[src/rtl/disp_scan4_if.sv]
// rtl/disp_scan4_if.sv - digit inputs and 7-segment display outputs of disp_scan4
//
// Purpose: bundles the four 5-bit digit codes and the multiplexed display drive.
// Signals:
//   ones/tens/hund/thou [4:0] : [3:0] hex code, [4] decimal point
//   seg [6:0]                 : segments a..g, active-high
//   dp                        : decimal point, active-high
//   dig [3:0]                 : one-hot digit enable, dig[0]=ones
//   frame                     : one-cycle pulse when the snapshot loads
// Modports: master drives digits / observes display, slave is the scanner.
interface disp_scan4_if;
    logic [4:0] ones;
    logic [4:0] tens;
    logic [4:0] hund;
    logic [4:0] thou;
    logic [6:0] seg;
    logic       dp;
    logic [3:0] dig;
    logic       frame;

    modport master (
        output ones, tens, hund, thou,
        input  seg, dp, dig, frame
    );

    modport slave (
        input  ones, tens, hund, thou,
        output seg, dp, dig, frame
    );
endinterface

[src/rtl/disp_scan4.sv]
// rtl/disp_scan4.sv - four-digit multiplexed 7-segment scanner with snapshot and blanking
//
// Purpose: scans ones, tens, hund, thou onto a common-cathode display, one digit
// slot of PRESCALE clocks each, with BLANK_CYC clocks of dead time at the start
// of each slot and optional leading-zero blanking. The digit inputs are sampled
// once per frame so a changing count never tears the display.
// Ports:
//   clk : system clock, rising edge
//   rst : asynchronous active-low reset
//   dsp : disp_scan4_if.slave (digit inputs, seg/dp/dig/frame outputs)
module disp_scan4 #(
    parameter int PRESCALE  = 1000,
    parameter int BLANK_CYC = 4,
    parameter int LZB       = 1
) (
    input  logic       clk,
    input  logic       rst,
    disp_scan4_if.slave dsp
);
    localparam int CW = (PRESCALE > 1) ? $clog2(PRESCALE) : 1;
    localparam logic [CW-1:0] CNT_MAX = CW'(PRESCALE - 1);

    logic [CW-1:0]   cnt_q, cnt_nxt;
    logic [1:0]      idx_q, idx_nxt;
    logic [3:0][4:0] snap_q, snap_nxt;
    logic            load;
    logic            lit;
    logic [4:0]      sel;
    logic [3:0]      blank_vec;
    logic [6:0]      seg_nxt;
    logic [3:0]      dig_nxt;
    logic            dp_nxt;

    function automatic logic [6:0] seg_decode(input logic [3:0] code);
        case (code)
            4'h0: seg_decode = 7'h3F;
            4'h1: seg_decode = 7'h06;
            4'h2: seg_decode = 7'h5B;
            4'h3: seg_decode = 7'h4F;
            4'h4: seg_decode = 7'h66;
            4'h5: seg_decode = 7'h6D;
            4'h6: seg_decode = 7'h7D;
            4'h7: seg_decode = 7'h07;
            4'h8: seg_decode = 7'h7F;
            4'h9: seg_decode = 7'h6F;
            4'hA: seg_decode = 7'h77;
            4'hB: seg_decode = 7'h7C;
            4'hC: seg_decode = 7'h39;
            4'hD: seg_decode = 7'h5E;
            4'hE: seg_decode = 7'h79;
            default: seg_decode = 7'h71;
        endcase
    endfunction

    // Dead-time gate; a zero-length dead time is handled separately so the
    // comparison never degenerates into an always-true unsigned compare.
    generate
        if (BLANK_CYC == 0) begin : g_no_dead
            assign lit = 1'b1;
        end else begin : g_dead
            assign lit = (cnt_nxt >= CW'(BLANK_CYC));
        end
    endgenerate

    always_comb begin
        load      = 1'b0;
        cnt_nxt   = cnt_q + CW'(1);
        idx_nxt   = idx_q;
        snap_nxt  = snap_q;
        blank_vec = 4'b0000;
        sel       = 5'd0;
        seg_nxt   = 7'h00;
        dig_nxt   = 4'b0000;
        dp_nxt    = 1'b0;

        if (cnt_q == CNT_MAX) begin
            cnt_nxt = '0;
            idx_nxt = idx_q + 2'd1;
            load    = (idx_q == 2'd3);
        end

        if (load) begin
            snap_nxt = {dsp.thou, dsp.hund, dsp.tens, dsp.ones};
        end

        // A digit is a leading zero when it and every more-significant digit
        // are zero; the ones digit always shows.
        if (LZB != 0) begin
            blank_vec[3] = (snap_nxt[3][3:0] == 4'h0);
            blank_vec[2] = blank_vec[3] && (snap_nxt[2][3:0] == 4'h0);
            blank_vec[1] = blank_vec[2] && (snap_nxt[1][3:0] == 4'h0);
        end

        // Outputs come from next-state values so they line up with cnt/idx.
        sel = snap_nxt[idx_nxt];
        if (lit) begin
            dig_nxt = 4'b0001 << idx_nxt;
            dp_nxt  = sel[4];
            seg_nxt = blank_vec[idx_nxt] ? 7'h00 : seg_decode(sel[3:0]);
        end
    end

    always_ff @(posedge clk or negedge rst) begin
        if (!rst) begin
            cnt_q     <= CNT_MAX;
            idx_q     <= 2'd3;
            snap_q    <= '0;
            dsp.seg   <= 7'h00;
            dsp.dp    <= 1'b0;
            dsp.dig   <= 4'b0000;
            dsp.frame <= 1'b0;
        end else begin
            cnt_q     <= cnt_nxt;
            idx_q     <= idx_nxt;
            snap_q    <= snap_nxt;
            dsp.seg   <= seg_nxt;
            dsp.dp    <= dp_nxt;
            dsp.dig   <= dig_nxt;
            dsp.frame <= load;
        end
    end
endmodule

[src/flat_wrapper.sv]
// flat-port wrapper written by rule: the top's interface ports become plain ports
module disp_scan4_flat 
#(
    parameter int PRESCALE  = 1000,
    parameter int BLANK_CYC = 4,
    parameter int LZB       = 1
)
  (clk, rst, dsp_ones, dsp_tens, dsp_hund, dsp_thou, dsp_seg, dsp_dp, dsp_dig, dsp_frame);
  disp_scan4_if dsp_i ();
  input  logic clk;
  input  logic rst;
  input wire logic [$bits(dsp_i.ones)-1:0] dsp_ones;
  input wire logic [$bits(dsp_i.tens)-1:0] dsp_tens;
  input wire logic [$bits(dsp_i.hund)-1:0] dsp_hund;
  input wire logic [$bits(dsp_i.thou)-1:0] dsp_thou;
  output wire logic [$bits(dsp_i.seg)-1:0] dsp_seg;
  output wire logic [$bits(dsp_i.dp)-1:0] dsp_dp;
  output wire logic [$bits(dsp_i.dig)-1:0] dsp_dig;
  output wire logic [$bits(dsp_i.frame)-1:0] dsp_frame;
  assign dsp_i.ones = dsp_ones;
  assign dsp_i.tens = dsp_tens;
  assign dsp_i.hund = dsp_hund;
  assign dsp_i.thou = dsp_thou;
  assign dsp_seg = dsp_i.seg;
  assign dsp_dp = dsp_i.dp;
  assign dsp_dig = dsp_i.dig;
  assign dsp_frame = dsp_i.frame;
  disp_scan4 #(.PRESCALE(PRESCALE), .BLANK_CYC(BLANK_CYC), .LZB(LZB)) u_core (.clk(clk), .rst(rst), .dsp(dsp_i));
endmodule
[config.mk]
export PLATFORM = sky130hd
export DESIGN_NAME = disp_scan4_flat
export DESIGN_NICKNAME = d
export VERILOG_FILES = /design/src/rtl/disp_scan4_if.sv /design/src/rtl/disp_scan4.sv /design/src/flat_wrapper.sv
export SDC_FILE = /design/constraint.sdc
export NUM_CORES = 1
export LEC_CHECK = 0
export CAP_MARGIN = 20
export CORE_ASPECT_RATIO = 1.4
export CORE_MARGIN = 3
export CORE_UTILIZATION = 50
export CTS_BUF_LIST = sky130_fd_sc_hd__clkbuf_4 sky130_fd_sc_hd__clkbuf_8 sky130_fd_sc_hd__clkbuf_16
export CTS_CLUSTER_DIAMETER = 200
export DETAILED_ROUTE_END_ITERATION = 8
export PLACE_DENSITY = 0.74
export SKIP_LAST_GASP = 1
export SLEW_MARGIN = 20
export SYNTH_ARGS = -nofsm -noshare
export SYNTH_HDL_FRONTEND = slang
export SYNTH_SLANG_ARGS = --single-unit
[constraint.sdc]
create_clock -name clk -period 6.45 [get_ports clk]
set_clock_uncertainty 0.05 [all_clocks]
set_input_delay 0.9675 -clock clk [delete_from_list [all_inputs] [get_ports clk]]
set_output_delay 0.9675 -clock clk [all_outputs]
set_load 0.005 [all_outputs]
==> results by group, run 1 <==
Run status
  • Outcome: complete, no violations

Worst setup path
  • Worst path slowest cell: and3_1
  • Crit path cell chain: ha_1 -> and4bb_4 -> and3_1 -> mux2i_2 -> o22ai_1 -> a221oi_4 -> inv_1 -> ha_1 -> o21ai_0 -> o21ai_0 -> a221oi_1
  • CP Max Fanout: 17
  • Worst EP arrival: 3.88 ns
  • Crit end category: register
  • WS Path Type: reg -> reg
  • Crit path largest cell delay: 0.64 ns
  • WP data required: 6.57 ns
  • Worst r2r src: u_core.cnt_q[0]
  • CP startpoint: u_core.cnt_q[0]
  • Startpoint types: register

Run
  • Max-cap violations: 0

Logic synthesis
  • Register bit total from synthesis: 45
  • Mapped Area: 2500 µm²
  • Distinct cell type count after synthesis: 56
  • Synth Flop Type: dfrtp_1
  • Syn Nets: 251
  • Syn. warnings: 0
  • Cells after Synth: 220
  • Ys async rst share: 100%
  • Mean Syn Cell Area: 11.4 µm²
  • Seq/Total Area, Yosys: 45.5%
  • Number of synthesized flops with an enable pin: 0

Floorplan
  • Io pins: 35
  • Starting Density: 53.4%
  • Die H: 89.7 µm
  • Die area: 5900 µm²
  • Core footprint: 4680 µm²
  • Chip Width: 65.8 µm
  • Row count: 29

STA
  • Final period demand of the worst path: 3.76 ns
  • Max Fclk: 266 MHz
  • Worst slew pin tran: 0.952 ns
  • Slew headroom: 36.5%
  • Final Max Tran Viols: 0
  • Setup violators final: 0
  • RSZ-0062 raised after global routing: false
  • Period Utilization, post-route: 58.3%
  • Hold Fails Final Rpt: 0
  • Total negative setup slack: 0 ns

Drt
  • Avg WL per Cell: 16.5 µm
  • Number of detailed-route iterations in the first pass: 4
  • DRC viols: 0
  • Drt via density: 5.69
  • Total wire length: 5240 µm
  • ANT nets after route: 0
  • Routed via count: 1,804
  • DRT iter0 DRCs: 60

Cells and area
  • Most frequent cells in the layout: dfrtp_1 (35), clkdlybuf4s50_1 (33), nor2_1 (19), nand2_1 (16), inv_1 (15)
  • Final net count: 285
  • Util after Layout: 62.6%
  • Layout cells sized above 1: 19.6%
  • # fillers: 385
  • Most common cell after layout, fill and taps aside: dfrtp_1
  • Area growth syn-to-layout: 17.2%
  • # diodes: 0

Clocking
  • CTS tree: built
  • Clk_lat worst skew: 0.29 ns
  • # Post-CTS Setup Buffers: 0
  • CTS resizes: 0
  • Clk slew on worst S/H paths: 0.08 ns
  • TritonCTS buffer count: 5
  • CTS root buffer: clkbuf_8
  • CTS H-tree lvls: 2
  • Buffer depth of the longest clock path: 2
  • Number of hold buffers added after cts: 0
  • Clock Sinks: 45

Global route
  • Number of global-route vias before repair: 1,908
  • GRT overflow: 0
  • Largest net degree at the start of global routing: 46
  • Initial antenna violation count: 0
  • Total GRT Usage: 19.9%
  • First-pass GRT wire length: 8840 µm

Hold path
  • Hold Path Origin: u_core.snap_q[9]
  • Worst hold-check path type: reg -> reg

Power and ir drop
  • Power per cell area: 182 nW/µm²
  • VDD IR max: 0.142 mV
  • LEAKAGE: 1.29 nW

Placement
  • # port buffers: 34
  • Global placer's final weighted congestion: 0.848
  • HPWL after detailed placement: 4000 µm
[stage by stage]
| stage | setup slack, ns | hold slack, ns | instances | total power [mW] | cell area, µm² |
|---|---|---|---|---|---|
| after floorplan | 3.49 | 0.383 | 220 | 0.327 | 2500 |
| after global placement | 2.87 | 0.402 | 309 | 0.359 | 2830 |
| after detailed placement | 2.73 | 0.406 | 309 | 0.360 | 2830 |
| after CTS | 2.73 | 0.426 | 317 | 0.540 | 2930 |
| after global routing | 2.41 | 0.462 | 317 | 0.557 | 2930 |
| final | 2.69 | 0.433 | 317 | 0.534 | 2930 |
[logic make-up after synthesis]
group / synth area share, %
mux: 12.5
flops: 45.5
simple gates: 14.3
compound gates: 14.3
xor+xnor: 3.15
buf+inv: 5.75
fa+ha+maj: 4.50
[worst max-delay path: cells and delay by family (launching register included)]
kind / cells / cell delay, ns
AO/OA/AOI/OAI: 5 / 1.04
adder cells (fa/ha/maj): 2 / 0.51
buffers and inverters: 1 / 0.14
flip-flops: 1 / 0.57
multiplexers: 1 / 0.41
AND/OR/NAND/NOR: 2 / 0.94
[worst paths after layout]
path	to	slack (ns)	depth (start not counted)
setup / recovery	u_core.dsp.seg[6]	2.69	11
hold reg to reg	u_core.snap_q[9]	0.43	2
min in group asynchronous	u_core.dsp.dp	0.76	1
setup reg to reg	u_core.dsp.seg[6]	2.69	11
max in group asynchronous	u_core.dsp.seg[4]	4.99	1
hold / removal	u_core.snap_q[9]	0.43	2
[sequential cells by signal, indices dropped and copies added (netlist names)]
signal,cells
u_core.idx_q,2
u_core.dsp.seg,7
u_core.dsp.frame,1
u_core.dsp.dp,1
u_core.cnt_q,10
u_core.snap_q,20
u_core.dsp.dig,4
[synth_stat cells (all sizes together) (3+ instances only)]
cell,count,area (µm²)
a21oi,3,15.0
a221oi,5,91.3
a22o,3,27.5
and3,3,20.0
buf,7,80.1
dfrtp,35,876
dfstp,10,263
ha,9,113
inv,17,63.8
mux2,10,128
mux2i,16,184
nand2,16,60.1
nand3,8,40.0
nand4,3,33.8
nor2,21,88.8
nor3,4,20.0
o211ai,3,22.5
o21ai,7,35.0
o22a,3,26.3
o22ai,5,31.3
xor2,7,61.3
[area by class of cell]
| type | instances | area (µm²) | area share, % |
|---|---|---|---|
| inverter | 17 | 63.8 | 2.18 |
| sequential | 45 | 1140 | 38.9 |
| tap | 62 | 77.6 | 2.65 |
| clock inverter | 2 | 13.8 | 0.470 |
| timing repair buffer | 34 | 335 | 11.4 |
| multi-input combinational | 151 | 1220 | 41.6 |
| clock buffer | 6 | 82.6 | 2.82 |
[where the power goes]
part	internal (mW)	switching, mW	leakage, nW
logic	0.0312	0.0284	0.735
registers	0.292	0.00336	0.502
clock network	0.0868	0.0927	0.0512
total	0.410	0.124	1.29
[layer usage]
metal  part of all wire (%)  GRT usage [%]  vias to the layer above
met4                    2.9           9.25                        0
met2                     57           37.7                       34
li1                       -              -                      859
met1                     38           21.1                      896
met5                      0              0                        -
met3                    2.5           3.74                       15
Note: power is estimated with default switching activity, not from simulation.
==> run 2: changes to the inputs <==
--- a/config.mk
+++ b/config.mk
@@ -8,11 +8,11 @@
 export CAP_MARGIN = 20
 export CORE_ASPECT_RATIO = 1.4
 export CORE_MARGIN = 3
-export CORE_UTILIZATION = 50
+export CORE_UTILIZATION = 49
 export CTS_BUF_LIST = sky130_fd_sc_hd__clkbuf_4 sky130_fd_sc_hd__clkbuf_8 sky130_fd_sc_hd__clkbuf_16
 export CTS_CLUSTER_DIAMETER = 200
 export DETAILED_ROUTE_END_ITERATION = 8
-export PLACE_DENSITY = 0.74
+export PLACE_DENSITY = 0.76
 export SKIP_LAST_GASP = 1
 export SLEW_MARGIN = 20
 export SYNTH_ARGS = -nofsm -noshare
==> constraint.sdc (replaced) <==
create_clock -name clk -period 3.01 [get_ports clk]
set_clock_uncertainty 0.05 [all_clocks]
set_input_delay 0.4515 -clock clk [delete_from_list [all_inputs] [get_ports clk]]
set_output_delay 0.4515 -clock clk [all_outputs]
set_load 0.005 [all_outputs]
==> results by group, run 2 (synthesis results as in run 1) <==
Run status
  • Outcome: complete, no violations

Global route
  • Number of global-route vias before repair: 1,969
  • Total GRT Usage: 19.7%
  • First-pass GRT wire length: 9130 µm
  • Largest net degree at the start of global routing: 46
  • GRT overflow: 0
  • Initial antenna violation count: 0

Cells and area
  • Layout cells sized above 1: 31.3%
  • Largest Register: u_core.snap_q
  • Util after Layout: 66.7%
  • Final net count: 311
  • Top flop regs: u_core.snap_q (20), u_core.cnt_q (10), u_core.dsp.seg (7)
  • Largest register FFs: 20
  • Area growth syn-to-layout: 30.2%
  • Most common cell after layout, fill and taps aside: dfrtp_1
  • # diodes: 0
  • Most frequent cells in the layout: dfrtp_1 (35), clkdlybuf4s50_1 (33), buf_4 (23), nor2_1 (19), nand2_1 (16)

Worst setup path
  • CP startpoint: u_core.cnt_q[1]
  • CP Max Fanout: 6
  • Startpoint types: register
  • WP data required: 3.13 ns
  • Worst path slowest cell: dfstp_2
  • Flop-to-flop setup slack: 0.08 ns
  • CP Buf/Inv Count: 4
  • Crit path cell chain: ha_2 -> and4bb_4 -> nand4_4 -> clkbuf_16 -> buf_4 -> mux2i_1 -> inv_2 -> o41ai_2 -> a31o_2 -> buf_4 -> a221oi_2
  • Crit end category: register
  • Reg2reg path depth: 11
  • Reg2Reg Capture Point: u_core.dsp.seg[6]
  • Worst r2r src: u_core.cnt_q[1]
  • Most frequent CP cell: buf_4
  • WS Path Type: reg -> reg
  • CP top delay family: compound AO/OA/AOI/OAI gates
  • Crit path largest cell delay: 0.56 ns
  • Worst EP arrival: 3.06 ns

STA
  • Final Max Tran Viols: 0
  • Max Fclk: 341 MHz
  • Final worst slack: 0.0769 ns
  • Slew headroom: 60.4%
  • Period Utilization, post-route: 97.4%
  • Final period demand of the worst path: 2.93 ns
  • Setup violators final: 0
  • Hold Fails Final Rpt: 0
  • Worst slew pin tran: 0.593 ns
  • Total negative setup slack: 0 ns

Placement
  • Global placer's final weighted congestion: 0.861
  • HPWL after detailed placement: 4100 µm
  • Pre-CTS setup slack: -0.0192 ns
  • # port buffers: 34

Floorplan
  • Starting Density: 51.3%
  • Chip Width: 66.4 µm
  • Die H: 90.5 µm
  • Row count: 30
  • Die area: 6010 µm²
  • Core footprint: 4880 µm²
  • Io pins: 35

Clocking
  • Buffer depth of the longest clock path: 2
  • TritonCTS buffer count: 5
  • CTS root buffer: clkbuf_8
  • CTS H-tree lvls: 2
  • CTS tree: built
  • Number of hold buffers added after cts: 0
  • Clk slew on worst S/H paths: 0.08 ns
  • Clock Sinks: 45
  • Clk_lat worst skew: 0.30 ns

Drt
  • DRC viols: 0
  • Avg WL per Cell: 16.0 µm
  • ANT nets after route: 0
  • Total wire length: 5510 µm
  • Number of detailed-route iterations in the first pass: 4
  • Routed via count: 1,852
  • Drt via density: 5.37
  • DRT iter0 DRCs: 79

Power and ir drop
  • Power per cell area: 383 nW/µm²
  • VDD IR max: 0.239 mV
  • LEAKAGE: 1.44 nW

Run
  • Max-cap violations: 0

Hold path
  • Worst hold-check path type: in -> async
-- run 2: cell type report --
| cell class | count | area (µm²) |
|---|---|---|
| timing repair buffer | 60 | 573 |
| tap | 64 | 80.1 |
| fill | 374 | 1620 |
| clock buffer | 7 | 90.1 |
| clock inverter | 1 | 30.0 |
| inverter | 17 | 63.8 |
| sequential | 45 | 1140 |
| multi-input combinational | 151 | 1280 |
-- run 2: what timing repair did --
action | 4_1_cts | 5_1_grt
buffers inserted | 0 | 8
pin swaps | 1 | 6
endpoints found under the setup margin | 3 | 5
gates resized for setup | 3 | 14
cloned | 0 | 1
-- run 2: metal layers --
| metal | up-vias | global-route usage, % | share of wire (%) |
|---|---|---|---|
| li1 | 912 | - | - |
| met1 | 908 | 23.6 | 40 |
| met2 | 24 | 35.1 | 56 |
| met3 | 8 | 3.49 | 2.2 |
| met4 | 0 | 5.76 | 1.5 |
| met5 | - | 0 | 0 |
-- run 2: where the power goes --
part	total, mW	internal [mW]	leakage, nW	switching, mW
registers	0.632	0.625	0.502	0.00721
clock network	0.476	0.280	0.0619	0.196
logic	0.140	0.0754	0.877	0.0645
total	1.25	0.980	1.44	0.268
-- run 2: worst max-delay path by stage --
| stage | endpoint | slack [ns] | depth (start not counted) |
|---|---|---|---|
| 4_1_cts | u_core.dsp.seg[4] | 0.007 | 11 |
| 6_report | u_core.dsp.seg[6] | 0.08 | 11 |
| 2_1_floorplan | u_core.dsp.seg[5] | 0.05 | 11 |
| 3_3_place_gp | u_core.dsp.seg[4] | -0.03 | 11 |
| 3_5_place_dp | u_core.dsp.seg[4] | -0.02 | 11 |
| 5_1_grt | u_core.dsp.seg[6] | -0.04 | 11 |
-- run 2: metrics by stage --
stage,area [µm²],power [mW],hold WS [ns],cells
final,3260,1.25,0.0374,345
after global routing,3260,1.31,0.0539,345
after CTS,3100,1.26,0.295,335
after detailed placement,2970,0.776,0.427,327
after global placement,2970,0.774,0.400,327
after floorplan,2500,0.700,0.106,220
